**src/rtl/sprite_pkg.sv**
```systemverilog
// Shared constants for the sprite pipeline: ROM geometry, sprite IDs,
// facing directions and the line renderer state encoding.
package sprite_pkg;

    localparam int SPRITE_ROWS = 8;

    localparam logic [1:0] UP    = 2'd0;
    localparam logic [1:0] RIGHT = 2'd1;
    localparam logic [1:0] DOWN  = 2'd2;
    localparam logic [1:0] LEFT  = 2'd3;

    localparam logic [3:0] HEART       = 4'd0;
    localparam logic [3:0] SWORD       = 4'd1;
    localparam logic [3:0] GNOME_1     = 4'd2;
    localparam logic [3:0] GNOME_2     = 4'd3;
    localparam logic [3:0] DRAGON_2    = 4'd4;
    localparam logic [3:0] DRAGON_3    = 4'd5;
    localparam logic [3:0] DRAGON_HEAD = 4'd6;
    localparam logic [3:0] SHEEP_1     = 4'd7;
    localparam logic [3:0] SHEEP_2     = 4'd8;

    typedef enum logic [2:0] {
        IDLE  = 3'd0,
        FETCH = 3'd1,
        LOAD  = 3'd2,
        ARMED = 3'd3,
        DRAW  = 3'd4
    } state_t;

endpackage

```
**src/rtl/sprite_row_shifter.sv**
```systemverilog
// Holds one fetched sprite row and serialises it, each ROM bit stretched
// over 2^SCALE_LOG2 enabled pixels; bit 7 is the leftmost pixel, 0 = opaque.
module sprite_row_shifter
    import sprite_pkg::*;
#(
    parameter int SCALE_LOG2 = 0
) (
    input  logic       clk,
    input  logic       reset,
    input  logic       i_pix_en,
    input  logic       i_load,
    input  logic [7:0] i_row,
    input  logic       i_advance,
    output logic       o_last,
    output logic       o_pixel_on
);

    localparam int CW = 3 + SCALE_LOG2;

    logic [7:0]    r_row_buf;
    logic [CW-1:0] r_count;
    logic          r_pixel_on;
    logic [2:0]    w_bit_idx;
    logic [2:0]    w_bit_sel;
    logic          w_bit;

    assign w_bit_idx  = 3'(r_count >> SCALE_LOG2);
    assign w_bit_sel  = 3'(SPRITE_ROWS - 1) - w_bit_idx;
    assign w_bit      = r_row_buf[w_bit_sel];
    assign o_last     = &r_count;
    assign o_pixel_on = r_pixel_on;

    // NOTE: sequential state uses non-blocking assignments and resets asynchronously, so every register here has a defined value the instant reset drops.
    always_ff @(posedge clk or negedge reset) begin
        if (!reset) begin
            r_row_buf <= 8'hFF;
            r_count   <= '0;
        end else if (i_load) begin
            r_row_buf <= i_row;
            r_count   <= '0;
        end else if (i_advance) begin
            r_count <= r_count + 1'b1;
        end
    end

    // Any enabled pixel that is not part of the sprite span clears the flag.
    always_ff @(posedge clk or negedge reset) begin
        if (!reset) begin
            r_pixel_on <= 1'b0;
        end else if (i_pix_en) begin
            r_pixel_on <= i_advance ? ~w_bit : 1'b0;
        end
    end

endmodule

```
**src/rtl/sprite_line_renderer.sv**
```systemverilog
// Per-scanline sprite slot: decides whether the sprite covers the coming line,
// addresses the ROM row, then emits an opaque flag per pixel from sprite_x on.
module sprite_line_renderer
    import sprite_pkg::*;
#(
    parameter int SCALE_LOG2 = 0
) (
    input  logic       clk,
    input  logic       reset,
    input  logic       pix_en,
    input  logic [9:0] pix_x,
    input  logic       line_start,
    input  logic [9:0] line_y,
    input  logic       enable,
    input  logic [9:0] sprite_x,
    input  logic [9:0] sprite_y,
    input  logic [3:0] charc,
    input  logic [1:0] direction,
    output logic [3:0] rom_charc,
    output logic [1:0] rom_direction,
    output logic [2:0] rom_index,
    input  logic [7:0] rom_data,
    output logic       pixel_on,
    output logic       busy
);

    state_t     r_state;
    state_t     w_next_state;
    logic [9:0] w_dy;
    logic [2:0] w_row;
    logic       w_in_range;
    logic       w_capture;
    logic       w_hit;
    logic       w_load;
    logic       w_advance;
    logic       w_last;
    logic [9:0] r_sprite_x;
    logic [3:0] r_rom_charc;
    logic [1:0] r_rom_direction;
    logic [2:0] r_rom_index;

    assign w_dy       = line_y - sprite_y;
    assign w_in_range = enable && (line_y >= sprite_y)
                        && ((w_dy >> SCALE_LOG2) < 10'(SPRITE_ROWS));
    assign w_row      = 3'(w_dy >> SCALE_LOG2);
    assign w_capture  = line_start && w_in_range;
    assign w_hit      = pix_en && (pix_x == r_sprite_x);

    assign rom_charc     = r_rom_charc;
    assign rom_direction = r_rom_direction;
    assign rom_index     = r_rom_index;

    always_ff @(posedge clk or negedge reset) begin
        if (!reset) r_state <= IDLE;
        else        r_state <= w_next_state;
    end

    // line_start wins in every state, so a late line aborts whatever is in flight.
    always_comb begin
        // NOTE: default assignment first so no path leaves the signal unassigned and infers a latch.
        w_next_state = r_state;
        if (line_start) begin
            w_next_state = w_in_range ? FETCH : IDLE;
        end else begin
            case (r_state)
                FETCH:   w_next_state = LOAD;
                LOAD:    w_next_state = ARMED;
                ARMED:   if (w_hit) w_next_state = DRAW;
                DRAW:    if (pix_en && w_last) w_next_state = IDLE;
                default: w_next_state = r_state;
            endcase
        end
    end

    always_comb begin
        w_load    = 1'b0;
        w_advance = 1'b0;
        busy      = (r_state != IDLE);
        if (!line_start) begin
            w_load    = (r_state == LOAD);
            w_advance = ((r_state == ARMED) && w_hit) || ((r_state == DRAW) && pix_en);
        end
    end

    // Slot attributes are snapshotted here; mid-line edits wait for the next line.
    always_ff @(posedge clk or negedge reset) begin
        if (!reset) begin
            r_sprite_x      <= '0;
            r_rom_charc     <= '0;
            r_rom_direction <= '0;
            r_rom_index     <= '0;
        end else if (w_capture) begin
            r_sprite_x      <= sprite_x;
            r_rom_charc     <= charc;
            r_rom_direction <= direction;
            r_rom_index     <= w_row;
        end
    end

    sprite_row_shifter #(
        .SCALE_LOG2 (SCALE_LOG2)
    ) u_shifter (
        .clk        (clk),
        .reset      (reset),
        .i_pix_en   (pix_en),
        .i_load     (w_load),
        .i_row      (rom_data),
        .i_advance  (w_advance),
        .o_last     (w_last),
        .o_pixel_on (pixel_on)
    );

endmodule

```
**config.mk**
```make
export PLATFORM = sky130hd
export DESIGN_NAME = sprite_line_renderer
export DESIGN_NICKNAME = d
export VERILOG_FILES = /design/src/rtl/sprite_pkg.sv /design/src/rtl/sprite_row_shifter.sv /design/src/rtl/sprite_line_renderer.sv
export SDC_FILE = /design/constraint.sdc
export NUM_CORES = 1
export LEC_CHECK = 0
export BUFFER_PORTS_ARGS = -buffer_cell sky130_fd_sc_hd__buf_2
export CAP_MARGIN = 40
export CORE_MARGIN = 8
export CORE_UTILIZATION = 51
export DETAILED_ROUTE_END_ITERATION = 8
export GPL_TIMING_DRIVEN = 0
export PLACE_DENSITY_LB_ADDON = 0.05
export RECOVER_POWER = 100
export SYNTH_ARGS = -nofsm -noshare
export SYNTH_HDL_FRONTEND = slang
export SYNTH_HIERARCHICAL = 1
export SYNTH_SLANG_ARGS = --single-unit
```
**constraint.sdc**
```tcl
create_clock -name clk -period 2.85 [get_ports clk]
set_clock_uncertainty 0.15 [all_clocks]
set_input_delay 0.4275 -clock clk [delete_from_list [all_inputs] [get_ports clk]]
set_output_delay 0.4275 -clock clk [all_outputs]
set_load 0.05 [all_outputs]
```
# --- Yosys cells after proc, flatten, opt, wreduce, memory -nomap -nowiden ---
# Cells that the tools add are included.
word_totals:
  elab_cells: 47
  output_inout_bits: 11
  in_bits: 59
  reg_bits: 34
classes:
  reduce_logical: 13
  n_eq_ne: 7
  muxes: 12
  n_lt_le_gt_ge: 3
  addsub: 3
  n_bitwise: 1
ops:
  columns: ["op", "n"]
  rows:
  - ["$mux 3", 5]
  - ["$pmux 3 s4", 1]
  - ["$eq 10x10->1", 1]
  - ["$ge 10x10->1", 1]
  - ["$lt 10x4->1 const B", 1]
  - ["$sub 10x10->10", 1]
  - ["$logic_and 1x1->1", 7]
  - ["$eq 3x2->1 const B", 2]
  - ["$ne 3x3->1 const B", 2]
  - ["$reduce_and 3->1", 2]
  - ["$mux 1", 5]
  - ["$reduce_bool 5->1", 1]
  - ["$lt 3x4->1 const B", 1]
  - ["$add 3x1->3 const B", 1]
  - ["$bmux 1 s3", 1]
  - ["$eq 3x1->1 const B", 1]
  - ["$eq 3x3->1 const B", 1]
  - ["$reduce_bool 3->1", 1]
  - ["$sub 3x3->3 const A", 1]
  - ["$reduce_bool 2->1", 1]
  - ["$logic_or 1x1->1", 1]
  - ["$not 1->1", 1]

# --- Depth between registers and ports, before layout ---
# Gate-level depths: netlist (run 1).
logic_depth:
  word_depth: 7
  mapped_depth: 11
  depth_no_buf: 10

# --- Cells and area by module ---
# Netlist (run 1), hierarchy kept.
by_module_without_submodules:
  columns: ["mod", "cells_each", "area_each_um2", "seq_area_each_um2", "instances"]
  rows:
  - ["sprite_line_renderer", 159, 1562.7, 550.5, 1]
  - ["sprite_row_shifter", 37, 558.0, 310.3, 1]

# --- Worst setup path before layout (run 1) ---
# OpenSTA, ideal clock, no wires.
synth_path:
  path_kind: "in2reg"
  from: "in line_y[0]"
  to: "reg r_sprite_x[6]"
  path_stages: 11
  path_slack_ps: -103
  t_arrival_ps: 2676
  path_buffers: 1
  setup_time_ps: 128
  required_time_ps: 2572
  path_cell_list: "inv_1 ha_1 fa_1 nand2b_1 a21oi_1 and2_1 nor3_1 a22o_1 nor4_2 buf_4 mux2_1"
synth_between:
  elab_chain_len: 4
  elab_cells_between_ends: 6
  cone_classes: "add/sub: 1; order compare: 2; reduce/logical: 3"
synth_rtl:
  columns: ["item", "line_no", "text"]
  rows:
  - ["start: declaration", "sprite_line_renderer.sv:13", "input logic [9:0] line_y,"]
  - ["$sub 10x10->10 or $ge 10x10->1 (tied branches)", "sprite_line_renderer.sv:42, sprite_line_renderer.sv:43", null]
  - ["$lt 10x4->1 or $logic_and 1x1->1 (tied branches)", "sprite_line_renderer.sv:44, sprite_line_renderer.sv:43", null]
  - ["$logic_and 1x1->1 *", "sprite_line_renderer.sv:44", "&& ((w_dy >> SCALE_LOG2) < 10'(SPRITE_ROWS));"]
  - ["$logic_and 1x1->1 *", "sprite_line_renderer.sv:46", "assign w_capture = line_start && w_in_range;"]
  - ["end signal: assignment", "sprite_line_renderer.sv:93", "r_sprite_x <= sprite_x;"]
  - ["end: declaration", "sprite_line_renderer.sv:37", "logic [9:0] r_sprite_x;"]
# Mark *: on every way between the ends. The rest lies on a longest branch, timed or not.
# A chain may end at the register's enable or synchronous reset.

# --- Worst setup path after layout (run 1) ---
layout_path:
  from: "in sprite_y[5]"
  to: "reg r_rom_direction[1] (netlist: rom_direction[1])"
layout_between:
  elab_chain_len: 4
  elab_cells_between_ends: 6
  cone_classes: "add/sub: 1; order compare: 2; reduce/logical: 3"
layout_rtl:
  columns: ["item", "line_no", "text"]
  rows:
  - ["start: declaration", "sprite_line_renderer.sv:16", "input logic [9:0] sprite_y,"]
  - ["$sub 10x10->10 or $ge 10x10->1 (tied branches)", "sprite_line_renderer.sv:42, sprite_line_renderer.sv:43", null]
  - ["$lt 10x4->1 or $logic_and 1x1->1 (tied branches)", "sprite_line_renderer.sv:44, sprite_line_renderer.sv:43", null]
  - ["$logic_and 1x1->1 *", "sprite_line_renderer.sv:44", null]
  - ["$logic_and 1x1->1 *", "sprite_line_renderer.sv:46", null]
  - ["end signal: assignment", "sprite_line_renderer.sv:95", "r_rom_direction <= direction;"]
  - ["end: declaration", "sprite_line_renderer.sv:39", "logic [1:0] r_rom_direction;"]
# Marked as above.

==> flow_summary_export.csv, run 1 <==
group,metric,value,unit
outcome,status,"complete, but fails checks",
outcome,violations,"max-capacitance violations, max-slew violations",
pwr,peakVddDrop,369.5,uV
finish,fin_util,70.32,%
cts,htreeDepth,2,
grt,grt_pass1_wl,7955,um
pwr,combPwrFrac,31.3,%
synthesis,synth-edff-count,0,
grt,grt_max_degree,35,
pwr,p_seq_share,45.6,%
finish,area_delta_synth_final,32.63,%
synthesis,seq_area_frac_synth,40.59,%
cts,postCtsHoldBufs,0,
die,die_w,80.49,um
drt,dr.pass1.iters,4,
critical_path,cp_data_required_time,2860,ps
hold_path,hp-start,"line_start",
sta,finalHoldViolations,0,
die,fp-row-count,23,
synthesis,avgSynthCellArea,10.82,sq um
cts,clk_latency,290,ps
critical_path,crit_path_end_kind,"register",
sta,holdWs,201.9,ps
place,place.gp.congestion,0.8018,
drt,ant_nets,0,
pwr,p_leak,1.361,nW
pwr,p_per_area,519.8,nW/um^2
drt,wl,4947,um
sta,setup_ws,84.92,ps
cts,cts_buffers,5,
sta,timing.fmax,361.7,MHz
die,start_util,53.02,%
finish,final_area,2813,sq um
synthesis,synthesis.area,2121,sq um
critical_path,cp-startpoint,"sprite_y[5]",
finish,insertedDiodeCount,0,
cts,cts_root_buf,"clkbuf_8",
place,portBuffers,69,
pwr,p_int,1.007,mW
synthesis,synth_seq_cells,34,
place,dpl.hpwl,3763,um
drt,via_per_inst,5.267,
grt,overflow,0,
grt,grt_antenna_before_repair,0,
cts,clockBufferDepth,2,
synthesis,synth.area.top_cells,"dfrtp_1 (31%), dfstp_2 (9.9%), mux2_1 (9.6%)",
drt,wl_per_cell,14.99,um
sta,tns,0,ps
place,post-place-ws,-354.6,ps
critical_path,arrival,2780,ps
synthesis,synth_top_area_cell,"dfrtp_1",
sta,worst_slew_pin_slew,1766,ps
hold_path,hp-class,"in -> reg",
synthesis,synth.distinct_cells,50,
synthesis,async_flop_share,100.0,%
synthesis,syn-num-nets,268,
place,post_dp_cell_area,2552,sq um
sta,finalCritPeriodShare,97.02,%
pwr,p_clk_share,23.1,%
synthesis,ys_warn_count,6,
finish,drive_gt1_share,40.71,%
drt,vias,1738,
die,fp.dieArea,6478,sq um
sta,min_period,2765,ps
critical_path,cp_slowest_stage_delay,320,ps
grt,grt_pass1_vias,1780,
sta,setup_viol,0,
synthesis,yosysTopAreaCellShare,30.68,%
critical_path,cpMaxStageDelayCell,"a2111oi_4",
sta,slew_viol_final,35,
critical_path,startpoint_type,"input pin",
critical_path,critPathKind,"in -> reg",
die,coreArea,4000,sq um
cts,cts.clk_slew.worst_paths,70,ps
critical_path,crit_fanout,9,
cts,clkSinkCount,34,
grt,grt_usage,15.49,%
die,io_pins,70,
critical_path,r2r_start,"r_sprite_x[4]$_DFFE_PN0P_",
drt,drcViolationCount,0,
sta,relSlewSlack,-17.77,%
pwr,switching_share,31.12,%
synthesis,synthFlopType,"dfrtp_1",
synthesis,syn_inst,196,
synthesis,synth_commonest_cells,"dfrtp_1 (26), mux2_1 (18), inv_1 (17), nor2_1 (14)",
cts,cts_tree,"done",
synthesis,yosysMostFrequentCell,"dfrtp_1",
sta,grt_setup_unrepaired,"yes",
pwr,switchingPower,454.9,uW
finish,fin_nets,351,
die,die_y,80.49,um
drt,drt-initial-drc-count,95,
critical_path,crit_chain,"buf_2 -> inv_1 -> ha_4 -> a21o_1 -> and4_4 -> a2111oi_4 -> and4b_1 -> a211oi_1 -> nor4_2 -> buf_4 -> buf_8 -> mux2_1",
job,drv_cap,1,
==> critical path, delay by kind of cell <==
kind / cells / cell delay [ps]
fa+ha+maj: 1 / 230
mux: 1 / 320
simple gates: 3 / 720
buf+inv: 4 / 510
compound gates: 3 / 560
==> per-layer routing <==
metal,vias up,global-route usage [%],part of all wire [%]
li1,873,-,-
met1,798,19.28,45
met2,61,22.77,45
met3,6,7.254,9.3
met4,0,5.455,0.91
met5,-,0,0
==> power by group through the flow <==
stage / clock network, mW / registers (mW) / logic, mW
after CTS: 0.350 / 0.667 / 0.440
after global routing: 0.365 / 0.681 / 0.502
final: 0.338 / 0.666 / 0.458
after floorplan: 0 / 0.701 / 0.280
after detailed placement: 0 / 0.675 / 0.435
after global placement: 0 / 0.674 / 0.426
==> layout make-up <==
cell class	count	area (sq um)
multi-input cells	139	1277
fillers	319	1187
flip-flops and latches	34	860.8
repair buffers	77	417.9
clock buffers	8	80.08
inverters	17	63.81
well taps	50	62.56
plain buffers	5	50.05
==> registers in the layout, indices dropped and copies added, names as in the netlist <==
register              flops
r_state                   3
rom_charc                 4
u_shifter/o_pixel_on      1
rom_direction             2
r_sprite_x               10
u_shifter/r_count         3
u_shifter/r_row_buf       8
rom_index                 3
==> per-stage QoR <==
stage / cells / total power [mW]
3_3_place_gp: 315 / 1.100
5_1_grt: 330 / 1.548
4_1_cts: 326 / 1.456
6_report: 330 / 1.462
2_1_floorplan: 196 / 0.9815
3_5_place_dp: 315 / 1.110
==> repair_timing <==
action,4_1_cts,5_1_grt
buffers inserted,2,4
pin swaps,3,10
resized for setup,4,27
cloned,1,1
endpoints found under the setup margin,17,19
==> cells in the final DEF, fill, tap and decap left out, types with 3 or more instances in the layout <==
master	count
clkbuf_1	16
mux2i_1	8
a21o_1	4
xnor2_1	12
dfrtp_1	26
buf_6	3
a21oi_1	5
mux2_2	6
dfstp_2	8
nor2_1	14
nor3_1	3
ha_1	10
mux2_4	14
clkbuf_8	5
buf_4	6
inv_1	16
nand3_1	3
buf_2	56
nand2_1	9
and3_1	3
mux2_1	5
==> path summary, 6_finish.rpt <==
| check | slack [ps] | end | cells past startpoint |
|---|---|---|---|
| max in group asynchronous | 1070 | r_sprite_x[3]$_DFFE_PN0P_ | 1 |
| min in group asynchronous | 450 | u_shifter/r_count[0]$_DFFE_PN0P_ | 1 |
| setup reg to reg | 570 | u_shifter/r_count[1]$_DFFE_PN0P_ | 9 |
| setup / recovery | 80 | rom_direction[1]$_DFFE_PN0P_ | 12 |
| hold / removal | 200 | r_state[1]$_DFFE_PN0P_ | 2 |
| hold reg to reg | 340 | rom_charc[3]$_DFFE_PN0P_ | 1 |
==> kinds of logic (layout without fill, tap and decap cells) <==
| kind of cell | count (synthesis) | after routing | synth area share (%) |
|---|---|---|---|
| DFF | 34 | 34 | 40.59 |
| AOI/OAI and AO/OA | 29 | 29 | 10.09 |
| muxes | 34 | 34 | 18.11 |
| adders and majority gates | 13 | 13 | 8.023 |
| xor gates and xnor gates | 14 | 14 | 5.782 |
| buffers and inverters | 23 | 107 | 4.837 |
| and+or+nand+nor | 49 | 49 | 12.57 |
Note: power is estimated with default switching activity, not from simulation.
==> inputs of run 2 (changes only) <==
--- a/config.mk
+++ b/config.mk
@@ -9,6 +9,7 @@
 export CAP_MARGIN = 40
 export CORE_MARGIN = 8
 export CORE_UTILIZATION = 51
+export CTS_BUF_LIST = sky130_fd_sc_hd__clkbuf_16
 export DETAILED_ROUTE_END_ITERATION = 8
 export GPL_TIMING_DRIVEN = 0
 export PLACE_DENSITY_LB_ADDON = 0.05
==> constraint.sdc (replaced) <==
create_clock -name clk -period 2.6 [get_ports clk]
set_clock_uncertainty 0.15 [all_clocks]
set_input_delay 0.39 -clock clk [delete_from_list [all_inputs] [get_ports clk]]
set_output_delay 0.39 -clock clk [all_outputs]
set_load 0.05 [all_outputs]
==> run 2 against run 1 <==
Net effect: the flow finishes with violations (max-capacitance violations, max-slew violations, negative setup slack); highest routed layer unchanged; clock power rose by 64%; design area grew 5.1%; setup slack worse by 220 ps; largest power group unchanged; critical endpoint is now rom_charc[1]$_DFFE_PN0P_; combinational power up 17%; worst hold slack lost 10 ps; register-to-register slack got worse by 330 ps; via count rose by 4.0%; power rose by 25%.
==> flow_summary_export.csv, run 2 (synthesized netlist as in run 1, its figures left out) <==
group,metric,value,unit
place,place.gp.congestion,0.8863,
pwr,p_seq_share,40.2,%
cts,clkSinkCount,34,
pwr,combPwrFrac,29.4,%
pwr,p_leak,1.414,nW
cts,postCtsHoldBufs,0,
cts,cts_tree,"done",
pwr,p_clk_share,30.5,%
place,dpl.hpwl,3748,um
sta,worst_slew_pin_slew,1738,ps
hold_path,hp-class,"in -> reg",
finish,fin_nets,356,
pwr,switching_share,29.62,%
critical_path,cp_data_required_time,2600,ps
drt,wl,5347,um
finish,drive_gt1_share,44.91,%
pwr,p_int,1.284,mW
critical_path,r2r_start,"r_sprite_x[4]$_DFFE_PN0P_",
cts,htreeDepth,2,
pwr,switchingPower,540.4,uW
grt,overflow,0,
sta,grt_setup_unrepaired,"yes",
critical_path,cpMaxStageDelayCell,"ha_2",
die,die_w,80.49,um
sta,finalCritPeriodShare,105.1,%
cts,cts.clk_slew.worst_paths,50,ps
cts,cts_root_buf,"clkbuf_16",
finish,regMostFlops,"r_sprite_x",
sta,finalHoldViolations,0,
grt,grt_pass1_wl,8714,um
sta,setup_viol,17,
finish,largest_reg_flops,10,
drt,ant_nets,0,
sta,min_period,2732,ps
place,portBuffers,69,
critical_path,r2r_cells,9,
drt,via_per_inst,5.397,
critical_path,arrival,2740,ps
drt,drt-initial-drc-count,79,
sta,slew_viol_final,35,
outcome,violations,"max-capacitance violations, max-slew violations, negative setup slack",
critical_path,crit_fanout,6,
die,start_util,53.02,%
critical_path,startpoint_type,"input pin",
drt,dr.pass1.iters,7,
critical_path,critPathKind,"in -> reg",
critical_path,crit_chain,"buf_2 -> inv_1 -> ha_2 -> nand3b_1 -> a21oi_1 -> nor4b_1 -> nor4_1 -> nand3_1 -> nor4_4 -> buf_4 -> buf_6 -> mux2_4",
sta,timing.fmax,366.0,MHz
cts,clk_latency,270,ps
drt,vias,1808,
sta,tns,-1688,ps
grt,grt_usage,17.08,%
die,die_y,80.49,um
critical_path,crit_path_end_kind,"register",
hold_path,min_delay_path_depth,2,
grt,grt_pass1_vias,1884,
sta,relSlewSlack,-15.85,%
finish,insertedDiodeCount,0,
finish,mostFrequentLayoutCell,"buf_2",
finish,area_delta_synth_final,39.35,%
cts,clockBufferDepth,2,
drt,wl_per_cell,15.96,um
pwr,peakVddDrop,546.0,uV
critical_path,regToRegSetupSlack,240,ps
die,coreArea,4000,sq um
job,drv_cap,1,
hold_path,min_to,"u_shifter/r_row_buf[0]$_DFFE_PN1P_",
grt,grt_max_degree,35,
hold_path,hp-start,"rom_data[0]",
drt,drcViolationCount,0,
grt,grt_antenna_before_repair,0,
sta,setup_ws,-132.0,ps
die,fp.dieArea,6478,sq um
cts,cts_buffers,5,
critical_path,cp_slowest_stage_delay,400,ps
finish,fin_util,73.88,%
die,fp-row-count,23,
die,io_pins,70,
finish,layout_common_cells,"buf_2 (54), dfrtp_1 (26), mux2_4 (17)",
outcome,status,"complete, but fails checks",
critical_path,r2r-end,"u_shifter/r_count[2]$_DFFE_PN0P_",
pwr,p_per_area,617.4,nW/um^2
run 2: power by group through the flow:
stage	registers [mW]	logic [mW]	clock network [mW]
after CTS	0.733	0.528	0.568
after detailed placement	0.740	0.501	0
after floorplan	0.770	0.327	0
after global routing	0.750	0.585	0.590
final	0.733	0.536	0.556
after global placement	0.737	0.490	0
run 2: layout make-up:
class / count / area (sq um)
clock inverter: 3 / 16.27
clock buffer: 5 / 125.1
sequential: 34 / 860.8
inverter: 17 / 73.82
tap: 50 / 62.56
multi-input combinational: 139 / 1301
fill: 320 / 1045
timing repair buffer: 81 / 461.7
buffer: 6 / 53.80
run 2: critical path: cells and delay by family:
kind / cells / cell delay, ps
AO/OA/AOI/OAI: 1 / 200
adder cells (fa/ha/maj): 1 / 400
buffers and inverters: 4 / 420
multiplexers: 1 / 310
AND/OR/NAND/NOR: 5 / 1020
run 2: worst max path at each step:
| stage | start | end | slack [ps] | cells past startpoint |
|---|---|---|---|---|
| 3_3_place_gp | line_y[0] | rom_direction[1]$_DFFE_PN0P_ | -540 | 12 |
| 3_5_place_dp | line_y[0] | r_sprite_x[6]$_DFFE_PN0P_ | -560 | 12 |
| 2_1_floorplan | line_y[0] | r_sprite_x[6]$_DFFE_PN0P_ | -180 | 11 |
| 5_1_grt | line_y[0] | rom_charc[1]$_DFFE_PN0P_ | -270 | 13 |
| 6_report | sprite_y[2] | rom_charc[1]$_DFFE_PN0P_ | -130 | 12 |
| 4_1_cts | line_y[0] | rom_charc[1]$_DFFE_PN0P_ | -120 | 13 |
run 2: through the flow:
| step | area (sq um) | std cells | total power [mW] | setup slack, ps | hold slack [ps] |
|---|---|---|---|---|---|
| 2_1_floorplan | 2220 | 196 | 1.096 | -179.4 | -55.59 |
| 3_3_place_gp | 2628 | 315 | 1.227 | -542.4 | 314.2 |
| 5_1_grt | 2955 | 335 | 1.925 | -273.1 | 189.9 |
| 4_1_cts | 2920 | 332 | 1.829 | -119.2 | 52.16 |
| 6_report | 2955 | 335 | 1.825 | -132.0 | 191.7 |
| 3_5_place_dp | 2628 | 315 | 1.241 | -557.6 | 320.7 |
run 2: repair_timing:
item	4_1_cts	5_1_grt
gates cloned	1	0
buffers inserted	8	3
pin swaps	8	5
gates resized for setup	26	8
setup endpoints to repair	20	20
run 2: routing by layer:
metal	part of all wire, %	global-route usage, %
met5	0	0
met1	43	21.14
met3	8.2	5.915
met2	48	27.99
met4	1.0	3.273
